<file path="src/rtl/calc_input_frontend.sv">
// calc_input_frontend
// Input conditioner on the write side of the calculator datapath. Raw board
// buttons and switches become clean command words on a valid/ready handshake.
//
// Ports:
//   clock       system clock, all state on the rising edge
//   reset_n     asynchronous active-low reset (assert async, release sync)
//   Switchs     raw switches: [7:0] operand, [11:8] opcode
//   Enter       raw Enter button (active-high, asynchronous, bouncy)
//   Clear       raw Clear button (active-high, asynchronous, bouncy)
//   ready       consumer takes the word when ready && valid at a clock edge
//   valid       Operand/Operation hold a captured word
//   Operand     captured Switchs[7:0]
//   Operation   captured Switchs[11:8]
//   ClearPulse  one-cycle strobe per debounced Clear press
//   Busy        high whenever the Enter FSM is not idle
//
// Optional feature macro: ENTER_REPEAT_EN
//   When defined, a held Enter re-captures the switches every REPEAT_CYCLES
//   cycles. CNT_W must then be wide enough to hold REPEAT_CYCLES-1.
//   When undefined, no repeat counter exists and a held Enter gives one word.

module calc_input_frontend #(
  parameter int DEBOUNCE_CYCLES = 500000,
  parameter int CNT_W           = 20,
  parameter int REPEAT_CYCLES   = 25000000
) (
  input  logic        clock,
  input  logic        reset_n,
  input  logic [11:0] Switchs,
  input  logic        Enter,
  input  logic        Clear,
  input  logic        ready,
  output logic        valid,
  output logic [7:0]  Operand,
  output logic [3:0]  Operation,
  output logic        ClearPulse,
  output logic        Busy
);

  typedef enum logic [1:0] {
    IDLE         = 2'd0,
    OFFER        = 2'd1,
    WAIT_RELEASE = 2'd2
  } state_t;

  state_t      state, state_next;
  logic        valid_next, clear_pulse_next;
  logic [7:0]  operand_next;
  logic [3:0]  operation_next;

  // An out-of-range parameter set elaborates this named, empty block so the
  // mistake is visible by name in the elaborated hierarchy.
  if (DEBOUNCE_CYCLES < 2 || REPEAT_CYCLES < 2) begin : g_param_range_violation
  end

  // Switch bank synchroniser; captures only ever read sw_sync.
  logic [11:0] sw_meta, sw_sync;

  always_ff @(posedge clock or negedge reset_n) begin
    if (!reset_n) begin
      sw_meta <= '0;
      sw_sync <= '0;
    end else begin
      sw_meta <= Switchs;
      sw_sync <= sw_meta;
    end
  end

  // Button conditioning: bit 0 = Enter, bit 1 = Clear.
  logic [1:0] btn_raw, btn_deb, btn_rise;
  assign btn_raw = {Clear, Enter};

  genvar gi;
  generate
    for (gi = 0; gi < 2; gi++) begin : g_btn
      logic             meta, sync, deb, deb_q, rise;
      logic [CNT_W-1:0] cnt;

      always_ff @(posedge clock or negedge reset_n) begin
        if (!reset_n) begin
          meta  <= 1'b0;
          sync  <= 1'b0;
          deb   <= 1'b0;
          deb_q <= 1'b0;
          rise  <= 1'b0;
          cnt   <= '0;
        end else begin
          meta  <= btn_raw[gi];
          sync  <= meta;
          deb_q <= deb;
          // Registered rise: one cycle after deb_q catches up with deb.
          rise  <= deb & ~deb_q;
          if (sync == deb) begin
            cnt <= '0;
          end else if (cnt == CNT_W'(DEBOUNCE_CYCLES - 1)) begin
            deb <= sync;
            cnt <= '0;
          end else begin
            cnt <= cnt + 1'b1;
          end
        end
      end

      assign btn_deb[gi]  = deb;
      assign btn_rise[gi] = rise;
    end
  endgenerate

  logic enter_rise, clear_rise, deb_enter;
  assign enter_rise = btn_rise[0];
  assign clear_rise = btn_rise[1];
  assign deb_enter  = btn_deb[0];

  // rep_fire: a held Enter has been waiting long enough to issue another word.
  logic rep_fire;
`ifdef ENTER_REPEAT_EN
  logic [CNT_W-1:0] rep_cnt;

  assign rep_fire = (state == WAIT_RELEASE) && deb_enter && !clear_rise &&
                    (rep_cnt == CNT_W'(REPEAT_CYCLES - 1));

  always_ff @(posedge clock or negedge reset_n) begin
    if (!reset_n) begin
      rep_cnt <= '0;
    end else if ((state == WAIT_RELEASE) && deb_enter && !clear_rise && !rep_fire) begin
      rep_cnt <= rep_cnt + 1'b1;
    end else begin
      rep_cnt <= '0;
    end
  end
`else
  assign rep_fire = 1'b0;
`endif

  always_comb begin
    state_next       = state;
    valid_next       = valid;
    operand_next     = Operand;
    operation_next   = Operation;
    clear_pulse_next = clear_rise;

    if (clear_rise) begin
      // Clear beats everything: drop any pending word and, if Enter is
      // still held, wait for its release so it cannot fire later.
      valid_next = 1'b0;
      state_next = deb_enter ? WAIT_RELEASE : IDLE;
    end else begin
      case (state)
        IDLE: begin
          if (enter_rise) begin
            operand_next   = sw_sync[7:0];
            operation_next = sw_sync[11:8];
            valid_next     = 1'b1;
            state_next     = OFFER;
          end
        end
        OFFER: begin
          if (ready) begin
            valid_next = 1'b0;
            state_next = deb_enter ? WAIT_RELEASE : IDLE;
          end
        end
        WAIT_RELEASE: begin
          if (!deb_enter) begin
            state_next = IDLE;
          end else if (rep_fire) begin
            operand_next   = sw_sync[7:0];
            operation_next = sw_sync[11:8];
            valid_next     = 1'b1;
            state_next     = OFFER;
          end
        end
        default: begin
          valid_next = 1'b0;
          state_next = IDLE;
        end
      endcase
    end
  end

  always_ff @(posedge clock or negedge reset_n) begin
    if (!reset_n) begin
      state      <= IDLE;
      valid      <= 1'b0;
      Operand    <= '0;
      Operation  <= '0;
      ClearPulse <= 1'b0;
    end else begin
      state      <= state_next;
      valid      <= valid_next;
      Operand    <= operand_next;
      Operation  <= operation_next;
      ClearPulse <= clear_pulse_next;
    end
  end

  assign Busy = (state != IDLE);

endmodule

</file>
<file path="config.mk">
export PLATFORM = sky130hd
export DESIGN_NAME = calc_input_frontend
export DESIGN_NICKNAME = d
export VERILOG_FILES = /design/src/rtl/calc_input_frontend.sv
export SDC_FILE = /design/constraint.sdc
export NUM_CORES = 1
export LEC_CHECK = 0
export ABC_CLOCK_PERIOD_IN_PS = 2550
export BUFFER_PORTS_ARGS = -buffer_cell sky130_fd_sc_hd__buf_2
export CORE_MARGIN = 2
export CORE_UTILIZATION = 50
export CTS_BUF_LIST = sky130_fd_sc_hd__clkbuf_16
export DETAILED_ROUTE_END_ITERATION = 10
export PLACE_DENSITY_LB_ADDON = 0.25
export SYNTH_ARGS = -nofsm -noshare
export SYNTH_HDL_FRONTEND = slang
export SYNTH_SLANG_ARGS = --single-unit
</file>
<file path="constraint.sdc">
create_clock -name clock -period 2.55 [get_ports clock]
set_clock_uncertainty 0.1 [all_clocks]
set_input_delay 0 -clock clock [delete_from_list [all_inputs] [get_ports clock]]
set_output_delay 0 -clock clock [all_outputs]
set_load 0.01 [all_outputs]
</file>
# Yosys cells after proc, flatten, opt, wreduce, memory -nomap -nowiden
# Index checks and enable logic that the tools add are counted.
[word_totals] reg_bits=90 in_bits=17 out_inout_bits=15
[classes] n_addsub=2 n_eq_ne=10 n_mux=14 n_bitwise=7 reduce_logical=7
[ops] cell="$mux W20" n=4
[ops] cell="$add A20 B1 Y20 const B" n=2
[ops] cell="$eq A20 B19 Y1 const B" n=2
[ops] cell="$mux W2" n=5
[ops] cell="$ne A3 B3 Y1 const B" n=3
[ops] cell="$reduce_and A3 Y1" n=3
[ops] cell="$pmux W2 S3" n=1
[ops] cell="$not A1 Y1" n=5
[ops] cell="$reduce_and A2 Y1" n=2
[ops] cell="$mux W1" n=3
[ops] cell="$pmux W1 S3" n=1
[ops] cell="$and A1 B1 Y1" n=2
[ops] cell="$eq A1 B1 Y1" n=2
[ops] cell="$eq A2 B1 Y1 const B" n=1
[ops] cell="$eq A2 B2 Y1 const B" n=1
[ops] cell="$logic_not A2 Y1" n=1
[ops] cell="$ne A2 B2 Y1 const B" n=1
[ops] cell="$reduce_bool A2 Y1" n=1

# Logic depth before layout (Yosys ltp)
# Gate-level depths: netlist of the first run.
[logic_depth] ltp_word=4 depth_mapped=6

# Worst setup path after synthesis of the first run
# OpenSTA, ideal clock, no wires.
[synth_timing] path_kind="register to register" startpoint="reg g_btn[1].cnt[10]" endpoint="reg g_btn[1].cnt[16]" setup_time_ns=0.119 arrival_time_ns=1.705 required_time_ns=2.331 setup_slack_ns=0.626 stages_incl_launch_ff=5 period_less_slack_ns=1.924 cell_sequence="dfrtp_1 or4b_4 o41ai_4 buf_6 nor2_1"
[synth_via] elab_chain_len=3 word_cells_on_any_way=4
[synth_rtl] item="start, declared" line_no="78" rtl="logic [CNT_W-1:0] cnt;"
[synth_rtl] item="start signal, assigned" line_no="100" rtl="cnt <= cnt + 1'b1;"
[synth_rtl] item="$add A20 B1 Y20 or $eq A20 B19 Y1 (tied branches)" line_no="100, 96"
[synth_rtl] item="$mux W20 *" line_no="96" rtl="end else if (cnt == CNT_W'(DEBOUNCE_CYCLES - 1)) begin"
[synth_rtl] item="$mux W20 *" line_no="94" rtl="if (sync == deb) begin"
# Every way passes the cells marked *; elsewhere a longest branch is shown, timed or not.
# A chain may end at the register's enable or synchronous reset.

# Final worst setup path of the first run
[layout_timing] startpoint="reg g_btn[1].cnt[0]" endpoint="reg g_btn[1].deb"
[layout_via] elab_chain_len=2
[layout_rtl] item="$eq A20 B19 Y1" line_no="96"
[layout_rtl] item="$reduce_and A2 Y1 (no source line)"
[layout_rtl] item="end signal, assigned" line_no="97" rtl="deb <= sync;"
[layout_rtl] item="end, declared" line_no="77" rtl="logic meta, sync, deb, deb_q, rise;"
# No other way between the ends.

==> impl_metrics.json, run 1 <==
{
  "area_of_the_core_um2": 6830,
  "clk_pin_slew_worst_paths_ns": 0.06,
  "fin_crit_period_ns": 2.09,
  "length_of_the_first_detailed_routing_pass_in_iterations": 4,
  "max-slew-margin-rel_pct": 59.6,
  "maximum_fanout_along_the_worst_path": 9,
  "synth_largest_area_cell": "sky130_fd_sc_hd__dfrtp_1",
  "primary_flip_flop_cell_chosen_by_synthesis_mapping": "sky130_fd_sc_hd__dfrtp_1",
  "power.static_leakage_nw": 1.94,
  "synth_edf_count": 0,
  "vdd_drop_max_v": 0.000428,
  "cp-startpoint": "g_btn[1].cnt[0]",
  "yosysWarningCount": 0,
  "wl_um": 6570,
  "postSynth.asyncResetShare_pct": 100,
  "worstSetupStartpointType": "flop",
  "yosys-top-cells-count": "sky130_fd_sc_hd__dfrtp_1, sky130_fd_sc_hd__nor2_1, sky130_fd_sc_hd__xnor2_1",
  "die_area_um2": 7810,
  "global_route.usage.total_pct": 18.6,
  "fp.dieW_um": 88.4,
  "first_iter_violations": 131,
  "fp.dieH_um": 88.4,
  "io_pins": 32,
  "slew_viols_final": 0,
  "timing_worst_setup_path_type": "flop to flop",
  "synth_cells": 289,
  "final-hold-violation-count": 0,
  "area_growth_syn_to_layout_pct": 21.4,
  "cts_tree": "yes",
  "synth.lib_cells_used.distinct": 35,
  "drive_above_1_share_pct": 20.9,
  "port_buffers": 31,
  "wl_per_cell_um": 14.6,
  "critPathRequiredTime_ns": 2.67,
  "cts_inserted_buffers": 9,
  "detail-route-antenna-nets": 0,
  "cts_sinks": 90,
  "grt_max_degree": 52,
  "cts.htree.levels": 3,
  "diodes": 0,
  "place.gp.congestion": 0.892,
  "setup_viol": 0,
  "setup.worst_path.end_class": "flop",
  "postCtsResizedCells": 0,
  "synth_top_cell_area_share_pct": 63.3,
  "worst-endpoint-arrival_ns": 2.21,
  "yosysSeqAreaShare_pct": 63.3,
  "grt_pass1_wl_um": 10900,
  "worst_min_path_class": "input pin to asynchronous set/reset pin",
  "insertion_delay_ns": 0.33,
  "vias": 2333,
  "drt_via_density": 5.18,
  "transition_at_the_pin_with_the_smallest_max_transition_slack_ns": 0.606,
  "synth.top_cells.by_area": "sky130_fd_sc_hd__dfrtp_1, sky130_fd_sc_hd__xnor2_1, sky130_fd_sc_hd__mux2_2, sky130_fd_sc_hd__nor2_1, sky130_fd_sc_hd__xor2_1",
  "status": "finished clean",
  "dpl.hpwl_um": 4070,
  "syn-num-nets": 308,
  "start_util_pct": 52.1,
  "globalRouteOverflowTotal": 0,
  "worstReg2RegStart": "g_btn[1].cnt[0]",
  "grt_antenna_before_repair": 0,
  "finalCritPeriodShare_pct": 81.9,
  "count_of_buffers_added_by_post_cts_timing_repair_for_setup": 0,
  "setup_total_negative_slack_ns": 0,
  "p_total_w": 0.00290,
  "first_global_vias": 2230,
  "grt_setup_unrepaired": "no",
  "root_buffer": "sky130_fd_sc_hd__clkbuf_16",
  "ys_seq_elements": 90,
  "power.density_nw_per_um2": 672,
  "final_net_count": 368,
  "synthesis.area_per_instance_um2": 12.3,
  "maxCapViolations": 0,
  "detail_route.drc_violations": 0,
  "fillCellCount": 515,
  "final_core_util_pct": 63.3,
  "yosysMostFrequentCell": "sky130_fd_sc_hd__dfrtp_1",
  "core.rowCount": 30,
  "ctsLongestPathBuffers": 2,
  "post_synth_instance_area_um2": 3560,
  "fmaxAchievable_ghz": 0.479
}
## per-stage QoR
stage / hold slack [ns] / setup WS [ns] / instance area (um2) / instances
2_1_floorplan: -0.396 / 0.626 / 3560 / 289
3_3_place_gp: -0.0522 / 0.546 / 3860 / 418
3_5_place_dp: -0.0497 / 0.499 / 3860 / 418
4_1_cts: 0.136 / 0.457 / 4320 / 450
5_1_grt: 0.186 / 0.337 / 4320 / 450
6_report: 0.115 / 0.461 / 4320 / 450
## metal layers
metal  track usage [%]  part of all wire, %  routed length [um]
met3              4.76                  4.6                 303
met2              28.1                   45                2940
met4              6.61                  1.7                 112
met5                 0                    0                   0
met1              26.4                   49                3210
## where the power goes
part | leakage (nW) | total (W) | internal, W | switching [W]
clock network | 0.144 | 0.00131 | 0.000758 | 0.000557
logic | 0.615 | 0.000107 | 0.0000485 | 0.0000581
registers | 1.18 | 0.00148 | 0.00146 | 0.0000209
## cell families (layout without fill, tap and decap cells)
family | after synthesis | in the layout | share of synthesized area, %
buf+inv | 12 | 77 | 1.58
xor+xnor | 33 | 33 | 8.12
flops | 90 | 90 | 63.3
compound gates | 17 | 17 | 3.55
fa+ha+maj | 2 | 2 | 0.703
mux | 16 | 16 | 4.99
simple gates | 119 | 119 | 17.8
## cell usage in the layout, fill, tap and decap left out, types with 9 or more instances in the layout
cell,count
sky130_fd_sc_hd__buf_2,30
sky130_fd_sc_hd__dfrtp_1,90
sky130_fd_sc_hd__nor4_1,11
sky130_fd_sc_hd__xor2_1,14
sky130_fd_sc_hd__mux2_2,14
sky130_fd_sc_hd__nor2_1,39
sky130_fd_sc_hd__nand4_1,16
sky130_fd_sc_hd__nand3_1,13
sky130_fd_sc_hd__nand2_1,11
sky130_fd_sc_hd__xnor2_1,19
sky130_fd_sc_hd__clkbuf_16,9
sky130_fd_sc_hd__dlygate4sd3_1,16
## critical path, cell delays in order (launching register included)
cell and delay [ns]:
sky130_fd_sc_hd__dfrtp_1 0.40, sky130_fd_sc_hd__ha_1 0.22, sky130_fd_sc_hd__nand4_1 0.36, sky130_fd_sc_hd__nor4_1 0.51, sky130_fd_sc_hd__mux2_2 0.38
## what timing repair did
action	CTS	global route
endpoints found under the hold margin	66	0
hold buffers	16	0
setup endpoints to repair	0	0
## cell type report
| type | count | area (um2) | share of cell area, % |
|---|---|---|---|
| Sequential cell | 90 | 2250 | 52.1 |
| Tap cell | 96 | 120 | 2.78 |
| Inverter | 7 | 26.3 | 0.608 |
| Clock buffer | 9 | 225 | 5.21 |
| Timing Repair Buffer | 54 | 370 | 8.57 |
| Clock inverter | 7 | 71.3 | 1.65 |
| Multi-Input combinational cell | 187 | 1260 | 29.1 |
## final timing paths
check	end	slack [ns]	cells after the start
setup / recovery	g_btn[1].deb	0.46	4
hold / removal	state[0]	0.11	2
setup reg to reg	g_btn[1].deb	0.46	4
hold reg to reg	g_btn[1].sync	0.25	0
max in group asynchronous	g_btn[1].cnt[0]	1.53	3
min in group clock	sw_meta[4]	0.20	2
## state kept, by name, indices dropped and copies added (netlist names), 2 cells and up
| signal | count |
|---|---|
| g_btn.meta | 2 |
| sw_sync | 12 |
| g_btn.deb_q | 2 |
| g_btn.cnt | 40 |
| state | 2 |
| g_btn.sync | 2 |
| Operation | 4 |
| Operand | 8 |
| sw_meta | 12 |
(Power assumes the default switching activity.)
==> run 2, diff against run 1 <==
- ABC_CLOCK_PERIOD_IN_PS: 2550 -> 1900
- clock period: 2.55 -> 1.9 ns (I/O delays scaled with it)
==> run 2 against run 1 <==
Cell count rose by 4.7%. Worst hold slack got worse by 0.072 ns. Total power rose by 34%. First-iteration DRC count fell by 23%. Largest cell class unchanged.
==> impl_metrics.json, run 2 (same netlist as run 1, synthesis figures left out) <==
{
  "status": "finished clean",
  "fp.dieH_um": 88.4,
  "setup.worst_path.end_class": "flop",
  "clk_pin_slew_worst_paths_ns": 0.07,
  "largest_reg_by_ff_count": "g_btn.cnt",
  "cts_tree": "yes",
  "wl_per_cell_um": 14.7,
  "vias": 2454,
  "setup_viol": 0,
  "regToRegSetupSlack_ns": 0.008,
  "timing_worst_setup_path_type": "flop to flop",
  "insertion_delay_ns": 0.33,
  "comb_power_share_pct": 4.2,
  "placed_cells_incl_taps": 437,
  "grt_pass1_wl_um": 11100,
  "max-slew-margin-rel_pct": 72.3,
  "max_stage_delay_ns": 0.42,
  "dpl.hpwl_um": 4440,
  "largest_registers": "g_btn.cnt: 40 flops, sw_meta: 12 flops, sw_sync: 12 flops",
  "power.static_leakage_nw": 2.05,
  "layout_common_cells": "sky130_fd_sc_hd__dfrtp_1, sky130_fd_sc_hd__nor2_1, sky130_fd_sc_hd__buf_2, sky130_fd_sc_hd__buf_4, sky130_fd_sc_hd__xnor2_1",
  "grtUsageMet1_pct": 25.1,
  "cp_top_delay_family": "buffers and inverters",
  "grt_use_met3_pct": 5.13,
  "worstReg2RegStart": "g_btn[1].cnt[14]",
  "global_route.usage.total_pct": 18.8,
  "area_of_the_core_um2": 6830,
  "slew_viols_final": 0,
  "grt_use_met2_pct": 29.4,
  "final-seq-area_um2": 2260,
  "critical_path_buf_inv_count": 2,
  "critical_path.reg2reg.endpoint": "g_btn[1].cnt[15]",
  "start_util_pct": 52.1,
  "design_area_um2": 4560,
  "detail-route-antenna-nets": 0,
  "vdd_drop_max_v": 0.000425,
  "wl_um": 6940,
  "clockPowerShare_pct": 44.5,
  "top_usage_layer": "met2",
  "drt_via_density": 5.21,
  "holdWs_ns": 0.0428,
  "slowest_stage": "sky130_fd_sc_hd__dfrtp_1",
  "power.density_nw_per_um2": 850,
  "grt_setup_unrepaired": "yes",
  "worstSetupStartpointType": "flop",
  "die_area_um2": 7810,
  "length_of_the_first_detailed_routing_pass_in_iterations": 4,
  "root_buffer": "sky130_fd_sc_hd__clkbuf_16",
  "core.rowCount": 30,
  "final-hold-violation-count": 0,
  "worst-endpoint-arrival_ns": 2.01,
  "maximum_fanout_along_the_worst_path": 5,
  "number_of_flip_flops_under_the_largest_register_name": 40,
  "transition_at_the_pin_with_the_smallest_max_transition_slack_ns": 0.411,
  "crit_top_cell": "sky130_fd_sc_hd__buf_4",
  "globalRouteOverflowTotal": 0,
  "io_pins": 32,
  "fp.dieW_um": 88.4,
  "dpl-instance-area_um2": 4020,
  "worst_min_path_class": "input pin to asynchronous set/reset pin",
  "place_ws_ns": -0.00450,
  "switchingPower_w": 0.000824,
  "power_internal_w": 0.00305,
  "final_net_count": 390,
  "fillCellCount": 507,
  "cts_sinks": 90,
  "first_global_vias": 2442,
  "grt_antenna_before_repair": 0,
  "post_layout_nonfiller_instances": 471,
  "place.gp.congestion": 0.810,
  "first_iter_violations": 101,
  "power_frac_seq_pct": 51.2,
  "crit_path_cell_trace": "nor3_2, nand4_1, buf_4, o41ai_4, buf_4, nor2_1",
  "cts_inserted_buffers": 9,
  "area_growth_syn_to_layout_pct": 28.1,
  "timing.final.ws_setup_ns": 0.00758,
  "cts.htree.levels": 3,
  "detail_route.drc_violations": 0,
  "fin_crit_period_ns": 1.89,
  "worst_reg_to_reg_path_cell_count": 6,
  "netSwitchingFraction_pct": 21.3,
  "multiInputGateArea_um2": 1310,
  "drive_above_1_share_pct": 29.3,
  "finalCritPeriodShare_pct": 99.6,
  "fmaxAchievable_ghz": 0.528,
  "diodes": 0,
  "maxCapViolations": 0,
  "ctsLongestPathBuffers": 2,
  "final_common_cell": "sky130_fd_sc_hd__dfrtp_1",
  "port_buffers": 31,
  "critPathRequiredTime_ns": 2.02,
  "grt_max_degree": 41
}
==> run 2: cell count changes in the layout (fill, tap and decap cells not counted), sizes merged <==
cell	previous run	this run
buf	38	60
clkinv	4	2
clkinvlp	1	2
==> run 2: area by class of cell <==
cell class	instances	area share (%)
multi-input combinational	187	28.6
timing repair buffer	76	12.3
clock inverter	6	1.48
tap	96	2.63
sequential	90	49.5
inverter	7	0.576
clock buffer	9	4.94
==> run 2: metal layers <==
layer  up-vias  share of wire [%]
met5         -                  0
met4         0                1.1
met3         6                3.3
met2        47                 48
met1      1224                 47
li1       1177                  -
==> run 2: how the worst max path moves through the flow <==
stage | start | endpoint | depth (start not counted)
finish | g_btn[1].cnt[14] | g_btn[1].cnt[15] | 6
global route | g_btn[1].cnt[14] | g_btn[1].cnt[0] | 6
CTS | g_btn[1].cnt[10] | g_btn[1].deb | 3
detailed placement | g_btn[1].cnt[10] | g_btn[1].deb | 3
global placement | g_btn[1].cnt[10] | g_btn[1].deb | 3
floorplan | g_btn[0].cnt[0] | g_btn[0].cnt[10] | 6
==> run 2: stage by stage <==
step                      TNS (ns)  util (%)  power, W
final                            0      66.7   0.00388
after global routing        -0.666      66.7   0.00401
after floorplan                  0         -   0.00206
after global placement           0      58.8   0.00215
after CTS                        0      65.5   0.00391
after detailed placement  -0.00450      58.8   0.00216
==> run 2: timing repair <==
action	CTS	global route
hold buffers	16	0
endpoints found under the setup margin	1	22
cloned	0	1
pin swaps	0	8
hold endpoints to repair	107	0
buffers inserted	0	2
resized for setup	1	16
==> run 2: power by group through the flow <==
stage	clock (W)	sequential, W	combinational (W)
6_report	0.00173	0.00199	0.000163
5_1_grt	0.00184	0.00199	0.000186
4_1_cts	0.00176	0.00199	0.000163
3_5_place_dp	0	0.00202	0.000136
2_1_floorplan	0	0.00202	0.0000445
3_3_place_gp	0	0.00202	0.000132
